**config.mk**
```make
export PLATFORM = sky130hd
export DESIGN_NAME = reg_cmd_decoder
export DESIGN_NICKNAME = d
export VERILOG_FILES = /design/src/rtl/reg_map_pkg.sv /design/src/rtl/reg_cmd_decoder.sv
export SDC_FILE = /design/constraint.sdc
export NUM_CORES = 1
export LEC_CHECK = 0
export ABC_CLOCK_PERIOD_IN_PS = 2870
export CAP_MARGIN = 25
export CORE_AREA = 2 2 128 130
export DETAILED_ROUTE_END_ITERATION = 16
export DIE_AREA = 0 0 130 132
export PLACE_DENSITY = 0.84
export SYNTH_ARGS = -nofsm -noshare
export SYNTH_HDL_FRONTEND = slang
export SYNTH_SLANG_ARGS = --single-unit
```
**constraint.sdc**
```tcl
create_clock -name clk_i -period 2.87 [get_ports clk_i]
set_clock_uncertainty 0.2 [all_clocks]
set_input_delay 0.7175 -clock clk_i [delete_from_list [all_inputs] [get_ports clk_i]]
set_output_delay 0.7175 -clock clk_i [all_outputs]
set_load 0.02 [all_outputs]
```
**src/rtl/reg_map_pkg.sv**
```systemverilog
// Register-map constants, command-byte layout and decoder state encoding
// shared by the host command decoder and the register blocks it drives.
package reg_map_pkg;

  // Address space: 4-bit address field, 16 slots.
  localparam int unsigned ADDR_W   = 4;
  localparam int unsigned NUM_REGS = 16;
  localparam int unsigned DATA_W   = 16;

  // Implemented register addresses.
  localparam logic [ADDR_W-1:0] ADDR_VERSN = 4'h0;
  localparam logic [ADDR_W-1:0] ADDR_HWRID = 4'h1;
  localparam logic [ADDR_W-1:0] ADDR_CTRL  = 4'h2;
  localparam logic [ADDR_W-1:0] ADDR_IRQEN = 4'h3;
  localparam logic [ADDR_W-1:0] ADDR_IRQST = 4'h4;
  localparam logic [ADDR_W-1:0] ADDR_SRCLO = 4'h5;
  localparam logic [ADDR_W-1:0] ADDR_SRCHI = 4'h6;
  localparam logic [ADDR_W-1:0] ADDR_DSTLO = 4'h7;
  localparam logic [ADDR_W-1:0] ADDR_LEN   = 4'h8;
  localparam logic [ADDR_W-1:0] ADDR_STATS = 4'h9;

  // Bit n set: address n exists / address n is read-only.
  localparam logic [NUM_REGS-1:0] IMPL_MASK_DEFAULT = 16'h03FF;
  localparam logic [NUM_REGS-1:0] RO_MASK_DEFAULT   = 16'h0003;

  // Command byte: bit7 selects write, bits 6:4 ignored, bits 3:0 address.
  localparam int unsigned CMD_WRITE_BIT = 7;
  localparam int unsigned CMD_ADDR_MSB  = 3;
  localparam int unsigned CMD_ADDR_LSB  = 0;

  typedef enum logic [2:0] {
    ST_IDLE,
    ST_WR_HI,
    ST_WR_LO,
    ST_WR_COMMIT,
    ST_RD_CAPTURE,
    ST_RD_HI,
    ST_RD_LO
  } state_e;

endpackage

```
**src/rtl/reg_cmd_decoder.sv**
```systemverilog
// Purpose: decode host byte-stream read/write frames into register strobes and 2-byte read responses.
// Latency: write strobe 1 cycle after low byte accepted; first response byte valid 2 cycles after read cmd accepted.
// Backpressure: rx_ready_o low during commit/capture/response; tx holds data until tx_ready_i, with no response timeout.
module reg_cmd_decoder
  import reg_map_pkg::*;
#(
  parameter int unsigned          NumRegs       = NUM_REGS,
  parameter logic [NumRegs-1:0]   ImplMask      = NumRegs'(IMPL_MASK_DEFAULT),
  parameter logic [NumRegs-1:0]   RoMask        = NumRegs'(RO_MASK_DEFAULT),
  parameter int unsigned          TimeoutCycles = 1024,
  parameter logic [DATA_W-1:0]    ErrReadValue  = 16'hDEAD
) (
  input  logic                        clk_i,
  input  logic                        rst_ni,
  input  logic [7:0]                  rx_data_i,
  input  logic                        rx_valid_i,
  output logic                        rx_ready_o,
  output logic [7:0]                  tx_data_o,
  output logic                        tx_valid_o,
  input  logic                        tx_ready_i,
  output logic [DATA_W-1:0]           reg_wdata_o,
  output logic [NumRegs-1:0]          reg_we_o,
  input  logic [DATA_W*NumRegs-1:0]   reg_rdata_i,
  output logic [NumRegs-1:0]          reg_rd_o,
  output logic                        err_o,
  output logic                        busy_o
);

  localparam int unsigned TW = (TimeoutCycles > 2) ? $clog2(TimeoutCycles) : 1;
  localparam logic [TW-1:0] TMO_LAST = TW'(TimeoutCycles - 1);

  state_e              state_q;
  logic [ADDR_W-1:0]   addr_q;
  logic [7:0]          data_hi_q;
  logic [DATA_W-1:0]   shadow_q;
  logic [TW-1:0]       tmo_q;

  logic                rx_fire;
  logic                tx_fire;
  logic [ADDR_W-1:0]   cmd_addr;
  logic                cmd_impl;
  logic                addr_impl;
  logic                addr_writable;
  logic [NumRegs-1:0]  cmd_onehot;
  logic [NumRegs-1:0]  addr_onehot;
  logic [DATA_W-1:0]   rd_val;

  // Handshakes, address decode and the read-back mux for the latched address.
  always_comb begin
    rx_fire       = rx_valid_i && rx_ready_o;
    tx_fire       = tx_valid_o && tx_ready_i;
    cmd_addr      = rx_data_i[CMD_ADDR_MSB:CMD_ADDR_LSB];
    cmd_impl      = ImplMask[cmd_addr];
    addr_impl     = ImplMask[addr_q];
    addr_writable = ImplMask[addr_q] && !RoMask[addr_q];
    cmd_onehot    = NumRegs'(1) << cmd_addr;
    addr_onehot   = NumRegs'(1) << addr_q;
    rd_val        = ErrReadValue;
    if (addr_impl) begin
      rd_val = reg_rdata_i[DATA_W*addr_q +: DATA_W];
    end
  end

  // Frame FSM; every output is registered and set on entry to the state it belongs to.
  always_ff @(posedge clk_i) begin
    if (!rst_ni) begin
      state_q     <= ST_IDLE;
      addr_q      <= '0;
      data_hi_q   <= '0;
      shadow_q    <= '0;
      tmo_q       <= '0;
      rx_ready_o  <= 1'b1;
      tx_valid_o  <= 1'b0;
      tx_data_o   <= '0;
      reg_wdata_o <= '0;
      reg_we_o    <= '0;
      reg_rd_o    <= '0;
      err_o       <= 1'b0;
      busy_o      <= 1'b0;
    end else begin
      // Strobes and error are single-cycle pulses unless re-asserted below.
      reg_we_o <= '0;
      reg_rd_o <= '0;
      err_o    <= 1'b0;
      if (rx_fire) begin
        tmo_q <= '0;
      end
      case (state_q)
        ST_IDLE: begin
          if (rx_fire) begin
            addr_q <= cmd_addr;
            busy_o <= 1'b1;
            if (rx_data_i[CMD_WRITE_BIT]) begin
              state_q <= ST_WR_HI;
            end else begin
              // Read strobe lands in the capture cycle, same cycle the shadow samples.
              state_q    <= ST_RD_CAPTURE;
              rx_ready_o <= 1'b0;
              reg_rd_o   <= cmd_impl ? cmd_onehot : '0;
              err_o      <= !cmd_impl;
            end
          end
        end
        ST_WR_HI, ST_WR_LO: begin
          if (rx_fire) begin
            if (state_q == ST_WR_HI) begin
              data_hi_q <= rx_data_i;
              state_q   <= ST_WR_LO;
            end else begin
              state_q    <= ST_WR_COMMIT;
              rx_ready_o <= 1'b0;
              if (addr_writable) begin
                reg_wdata_o <= {data_hi_q, rx_data_i};
                reg_we_o    <= addr_onehot;
              end else begin
                err_o <= 1'b1;
              end
            end
          end else if (tmo_q == TMO_LAST) begin
            // Host went quiet mid-frame: drop it without writing.
            state_q <= ST_IDLE;
            tmo_q   <= '0;
            err_o   <= 1'b1;
            busy_o  <= 1'b0;
          end else begin
            tmo_q <= tmo_q + TW'(1);
          end
        end
        ST_WR_COMMIT: begin
          state_q    <= ST_IDLE;
          rx_ready_o <= 1'b1;
          busy_o     <= 1'b0;
        end
        ST_RD_CAPTURE: begin
          // Shadow keeps the pre-clear value of clear-on-read registers.
          shadow_q   <= rd_val;
          tx_data_o  <= rd_val[15:8];
          tx_valid_o <= 1'b1;
          state_q    <= ST_RD_HI;
        end
        ST_RD_HI: begin
          if (tx_fire) begin
            tx_data_o <= shadow_q[7:0];
            state_q   <= ST_RD_LO;
          end
        end
        ST_RD_LO: begin
          if (tx_fire) begin
            tx_valid_o <= 1'b0;
            rx_ready_o <= 1'b1;
            busy_o     <= 1'b0;
            state_q    <= ST_IDLE;
          end
        end
        default: begin
          state_q    <= ST_IDLE;
          rx_ready_o <= 1'b1;
          tx_valid_o <= 1'b0;
          busy_o     <= 1'b0;
        end
      endcase
    end
  end

endmodule

```
==> results.py, run 1 <==
metrics = {
    "power_and_ir_drop": {
        "power_density_nw_per_um2": 493,
        "static_leakage_nw": 3.25,
        "power.ir.vdd_worst_mv": 0.264,
    },
    "synth": {
        "postSynthAreaPerCell_um2": 9.94,
        "combinational_family_with_the_most_area_after_synthesis": "multiplexers",
        "synth.top_cells.by_area": "dfxtp_1 (34%), mux4_2 (24%), mux2i_1 (4.8%), a21oi_1 (3.9%), nand2_1 (3.8%)",
        "synth_cell_type_count": 65,
        "synth_compound_gate_area_share_pct": 13.7,
        "netlist_area_um2": 5670,
        "yosysWarnings": 0,
        "synth.top_cell.area_share_pct": 33.5,
        "share_of_the_synthesized_netlist_area_taken_by_xor_and_xnor_gates_pct": 0.772,
        "synthesis.instances": 571,
        "synth.ff_latch_count": 95,
        "asyncSetResetFlopFracSynth_pct": 0,
        "ys_dominant_reg_cell": "dfxtp_1",
        "synth_sequential_area_ratio_pct": 33.5,
        "synthMuxAreaShare_pct": 29.8,
        "yosys.area_share.simple_pct": 17.5,
        "synth_top_area_cell": "dfxtp_1",
        "post_synth_fa_ha_maj_area_fraction_pct": 0.221,
        "synth-edff-count": 0,
    },
    "cts": {
        "clk_latency_ns": 0.34,
        "clock_sink_count": 95,
        "ctsResizeCount": 0,
        "clock-root-buffer": "clkbuf_16",
        "postCtsSetupRepairBufs": 0,
        "clk_pin_slew_worst_paths_ns": 0.07,
        "clock_tree_from_tritoncts": "built",
        "h-tree-depth": 3,
        "max-clock-path-buffers": 2,
        "cts_hold_buffers": 0,
        "numCtsBuffers": 9,
    },
    "critical_path": {
        "timing.reg2reg.setup_slack_ns": 0.58,
        "slowest_delay_ns": 0.66,
        "reg2reg_from": "addr_q[1]$_SDFFE_PN0P_",
        "family_with_the_most_delay_on_the_worst_path": "buffers and inverters",
        "worstReg2RegEnd": "shadow_q[3]$_SDFFE_PN0P_",
        "crit_path_top_delay_cell": "clkdlybuf4s50_1",
        "worst-r2r-cell-count": 5,
        "worstPathCellList": "clkdlybuf4s50_1",
        "worst_ep_required_time_ns": 1.95,
        "critPathBufInv": 1,
        "critical_path_peak_fanout": 8,
        "crit_type": "reg2out",
        "timing.critical_path.arrival_ns": 1.47,
        "worst_setup_path_end_kind": "output port",
        "critical_path.startpoint_type": "register",
    },
    "job": {
        "maxCapViolCount": 0,
    },
    "place": {
        "placement.cell_area_um2": 9290,
        "post-dp-hpwl_mm": 18.5,
        "port_buffers": 327,
        "dpl_worst_slack_ns": 0.260,
        "place_congestion": 0.938,
    },
    "global_routing": {
        "wire_length_of_the_first_global_routing_pass_mm": 34.1,
        "initial_antenna_violation_count": 3,
        "maximum_number_of_pins_on_one_net_before_global_route_repair": 35,
        "gr-total-overflow": 0,
        "track_usage_pct": 26.2,
        "first_global_vias": 6199,
    },
    "route": {
        "post_drt_via_cell_ratio": 5.38,
        "initialDrtViolationCount": 379,
        "route.vias.total": 6040,
        "drc": 0,
        "route.final.wire_length_mm": 22.3,
        "length_of_the_first_detailed_routing_pass_in_iterations": 6,
        "drtAntennaViolNets": 0,
        "route.detailed.wl_per_inst_um": 19.9,
    },
    "layout": {
        "multi_input_comb_area_um2": 3540,
        "final_net_count": 1169,
        "finalCoreUtilization_pct": 60.9,
        "seq_area_um2": 1910,
        "area_added_between_synthesis_and_finish_pct": 68.7,
        "n_fill_cell": 1292,
        "layout_cell_share_with_drive_strength_beyond_1_pct": 13.7,
        "design_area_um2": 9570,
    },
    "timing": {
        "hold_slack_ns": 0.253,
        "tightest_slew_ns": 0.719,
        "worst_slew_margin_rel_pct": 52.0,
        "fmaxAchievable_mhz": 419,
        "postLayoutSetupSlackWorst_ns": 0.484,
        "fin_crit_ns": 2.39,
        "fin_crit_sh_pct": 83.1,
        "timing_max_transition_violations_final": 0,
        "setup_repair_after_global_routing_missed_its_margin": "no",
        "setup_violations": 0,
        "final_hold_violating_endpoints": 0,
        "fin_tns_setup_ns": 0,
    },
    "floorplan": {
        "core.rowCount": 46,
        "full_die_area_um2": 17200,
        "die_h_um": 132,
        "die_x_um": 130,
        "i_o_pin_count": 328,
        "floorplan.core_area_um2": 15700,
        "initial_utilization_pct": 36.1,
    },
    "min_path": {
        "timing.hold.worst_endpoint": "reg_wdata_o[9]$_SDFFE_PN0P_",
        "hold_start": "data_hi_q[1]$_SDFFE_PN0P_",
        "hold_class": "reg2reg",
        "hold_path_depth": 2,
    },
    "status": {
        "outcome": "finished clean",
    },
}
[flip-flops by register name (all words and copies together), names as in the netlist, 3 cells and up, named ones only]
register and count:
reg_wdata_o 16, reg_rd_o 16, addr_q 4, reg_we_o 16, state_q 3, data_hi_q 8
tmo_q 10, tx_data_o 8, shadow_q 8
[kinds of logic (layout without fill, tap and decap cells)]
logic type      Yosys count  count (layout)
compound gates          118             118
xor+xnor                  5               5
fa+ha+maj                 1               1
buf+inv                  54             383
flops                    95              95
mux                      93              93
other cells               1               7
simple gates            204             204
[metrics by stage]
stage	instances	total power (W)
after floorplan	576	0.00278
after global placement	1104	0.00359
after detailed placement	1105	0.00362
after CTS	1121	0.00474
after global routing	1121	0.00497
final	1122	0.00472
[power breakdown]
part           internal (W)  switching, W
clock network      0.000596      0.000526
logic               0.00110      0.000873
registers           0.00143      0.000192
[cells in the mapped netlist, types with 5 or more instances]
cell type / instances
buf_2: 11
o221ai_1: 11
inv_1: 7
a211oi_1: 8
nor2_1: 56
mux4_2: 60
nand2b_1: 7
nor3_1: 5
a22oi_1: 11
mux2i_1: 27
nor2b_1: 12
a21oi_1: 44
clkbuf_1: 26
o21ai_0: 10
nand3_1: 29
mux2_2: 6
dfxtp_1: 95
nand2_1: 58
[worst max path at each step]
stage                                       start                to  cells past startpoint
after floorplan                        rx_valid_i  err_o$_SDFF_PN0_                      5
after global placement                 rx_valid_i  err_o$_SDFF_PN0_                      5
after detailed placement               rx_valid_i  err_o$_SDFF_PN0_                      5
after CTS                 rx_ready_o$_SDFFE_PN1P_        rx_ready_o                      1
after global routing      rx_ready_o$_SDFFE_PN1P_        rx_ready_o                      1
final                     rx_ready_o$_SDFFE_PN1P_        rx_ready_o                      1
[per-layer routing]
| metal | GRT usage, % | up-vias | wire length [um] |
|---|---|---|---|
| met4 | 10.4 | 6 | 855 |
| met5 | 0 | - | 82 |
| met1 | 31.8 | 2871 | 8450 |
| li1 | - | 2819 | - |
| met2 | 42.8 | 282 | 11000 |
| met3 | 8.73 | 62 | 1920 |
[placed cells by master (no fill, tap or decap), types with 3 or more instances in the layout]
cell type / netlist / layout
xnor2_1: 3 / 3
conb_1: 1 / 6
buf_4: 4 / 29
or3_1: 4 / 4
a211oi_1: 8 / 8
o2bb2ai_1: 3 / 3
nor2b_1: 12 / 12
o21ai_0: 10 / 10
o221ai_1: 11 / 11
o22ai_1: 4 / 4
o31ai_1: 4 / 4
clkdlybuf4s50_1: 0 / 327
nand4_1: 4 / 4
nand3_1: 29 / 29
a21oi_1: 44 / 44
clkbuf_16: 0 / 9
inv_1: 7 / 7
o211ai_1: 4 / 4
a22oi_1: 11 / 11
nand2b_1: 7 / 7
nand3b_1: 4 / 4
mux4_2: 60 / 60
mux2_2: 6 / 6
dfxtp_1: 95 / 92
nand2_1: 58 / 58
nor2_1: 56 / 56
mux2i_1: 27 / 27
clkinvlp_4: 0 / 3
nor3_1: 5 / 5
and2_1: 4 / 4
[cell type report]
| type | count | share of cell area (%) |
|---|---|---|
| Multi-Input combinational cell | 427 | 37.0 |
| Tap cell | 216 | 2.82 |
| Inverter | 8 | 0.314 |
| Timing Repair Buffer | 359 | 36.9 |
| Sequential cell | 95 | 20.0 |
| Antenna cell | 1 | 0.0261 |
| Clock inverter | 7 | 0.588 |
| Clock buffer | 9 | 2.35 |
(Power assumes the default switching activity.)
==> run 2: changes to the inputs <==
ABC_CLOCK_PERIOD_IN_PS = 2000   (was 2870)
CORE_AREA = not set   (was 2 2 128 130)
CORE_UTILIZATION = 35   (was not set)
DIE_AREA = not set   (was 0 0 130 132)
PLACE_DENSITY = 0.85   (was 0.84)
clock period = 2 ns   (was 2.87 ns; I/O delays follow)
==> results.py, run 2 (synthesis results as in run 1) <==
metrics = {
    "status": {
        "violations_in_the_final_reports": "setup timing",
        "outcome": "finished with violations",
    },
    "critical_path": {
        "critical_path.startpoint_type": "register",
        "timing.critical_path.arrival_ns": 2.07,
        "crit_type": "reg2reg",
        "worst_setup_path_end_kind": "register",
        "timing.reg2reg.setup_slack_ns": -0.04,
        "worst-r2r-cell-count": 6,
        "critical_path_peak_fanout": 7,
        "worst_ep_required_time_ns": 2.03,
    },
    "floorplan": {
        "floorplan.core_area_um2": 15800,
        "full_die_area_um2": 16700,
        "initial_utilization_pct": 35.8,
        "i_o_pin_count": 328,
        "core.rowCount": 46,
        "die_x_um": 129,
        "die_h_um": 129,
    },
    "cts": {
        "max-clock-path-buffers": 2,
        "h-tree-depth": 3,
        "clk_latency_ns": 0.35,
        "clk_pin_slew_worst_paths_ns": 0.07,
        "clock-root-buffer": "clkbuf_16",
        "clock_sink_count": 95,
        "clock_tree_from_tritoncts": "built",
        "cts_hold_buffers": 0,
        "numCtsBuffers": 9,
    },
    "timing": {
        "fin_crit_sh_pct": 102,
        "setup_repair_after_global_routing_missed_its_margin": "yes",
        "fin_crit_ns": 2.04,
        "timing_max_transition_violations_final": 0,
        "final_hold_violating_endpoints": 0,
        "postLayoutSetupSlackWorst_ns": -0.0419,
        "setup_violations": 1,
        "fmaxAchievable_mhz": 490,
    },
    "place": {
        "port_buffers": 327,
        "post-place-cells": 1146,
        "post-dp-hpwl_mm": 19.2,
        "placement.cell_area_um2": 9680,
        "place_congestion": 0.879,
    },
    "min_path": {
        "hold_class": "reg2reg",
        "hold_path_depth": 2,
    },
    "route": {
        "route.final.wire_length_mm": 23.7,
        "drtAntennaViolNets": 0,
        "post_drt_via_cell_ratio": 5.40,
        "initialDrtViolationCount": 407,
        "length_of_the_first_detailed_routing_pass_in_iterations": 4,
        "route.vias.total": 6325,
        "route.detailed.wl_per_inst_um": 20.2,
        "drc": 0,
    },
    "layout": {
        "n_fill_cell": 1273,
        "mostFrequentLayoutCell": "clkdlybuf4s50_1",
        "fin_cells": 1171,
        "top_regs": "reg_rd_o: 16 flops, reg_wdata_o: 16 flops, reg_we_o: 16 flops",
        "layout_cell_share_with_drive_strength_beyond_1_pct": 20.0,
        "design_area_um2": 10200,
        "seq_area_um2": 1910,
        "final_net_count": 1218,
        "multi_input_comb_area_um2": 3630,
        "mostFrequentLayoutCells": "clkdlybuf4s50_1 (283), dfxtp_1 (89), buf_4 (70)",
        "area_added_between_synthesis_and_finish_pct": 79.5,
    },
    "power_and_ir_drop": {
        "power_density_nw_per_um2": 726,
        "static_leakage_nw": 3.96,
        "power_w": 0.00739,
        "power.ir.vdd_worst_mv": 0.503,
    },
    "global_routing": {
        "maximum_number_of_pins_on_one_net_before_global_route_repair": 29,
        "gr-total-overflow": 0,
        "wire_length_of_the_first_global_routing_pass_mm": 35.4,
        "initial_antenna_violation_count": 1,
        "first_global_vias": 6511,
        "track_usage_pct": 28.4,
    },
    "job": {
        "maxCapViolCount": 0,
    },
}
==> run 2: worst max-delay path: stages (launching register included) <==
cell     delay [ns]
dfxtp_4        0.46
buf_12         0.15
buf_4          0.12
mux4_2         0.50
nor2b_1        0.17
nor3_2         0.22
o22ai_1        0.10
==> run 2: final cells by class <==
cell class / instances / area share (%)
antenna: 1 / 0.0246
clock buffer: 10 / 2.35
inverter: 8 / 0.295
clock inverter: 6 / 0.749
multi-input combinational: 427 / 35.7
timing repair buffer: 408 / 39.5
tap: 216 / 2.65
sequential: 95 / 18.8
==> run 2: metrics by stage <==
| step | setup WS [ns] | TNS [ns] | hold WS (ns) | util (%) |
|---|---|---|---|---|
| floorplan | 0.00580 | 0 | 0.231 | - |
| global placement | -0.325 | -13.88 | 0.234 | 61.1 |
| detailed placement | -0.337 | -17.47 | 0.246 | 61.1 |
| CTS | 0.0000808 | 0 | 0.254 | 63.2 |
| global route | -0.0954 | -0.295 | 0.264 | 64.3 |
| finish | -0.0419 | -0.0419 | 0.252 | 64.3 |
==> run 2: power breakdown <==
group / switching (W) / internal (W)
Clock: 0.000776 / 0.00103
Combinational: 0.00150 / 0.00186
Sequential: 0.000172 / 0.00206
==> run 2: path summary, 6_finish.rpt <==
check | start | end
worst min-delay path | data_hi_q[5]$_SDFFE_PN0P_ | reg_wdata_o[13]$_SDFFE_PN0P_
worst max register to register | addr_q[0]$_SDFFE_PN0P_ | shadow_q[1]$_SDFFE_PN0P_
worst max-delay path | addr_q[0]$_SDFFE_PN0P_ | shadow_q[1]$_SDFFE_PN0P_
worst min register to register | data_hi_q[5]$_SDFFE_PN0P_ | reg_wdata_o[13]$_SDFFE_PN0P_
==> run 2: what timing repair did <==
item,in CTS,in global routing
setup buffers,2,6
gates resized for setup,30,39
pin swaps,1,8
setup endpoints to repair,35,54
==> run 2: routing by layer <==
metal / global-route usage (%) / up-vias / routed length, um
li1: - / 2921 / -
met1: 32.4 / 3043 / 8940
met4: 15.8 / 0 / 1130
met3: 5.41 / 68 / 1470
met5: 0 / - / 0
met2: 49.9 / 293 / 12100
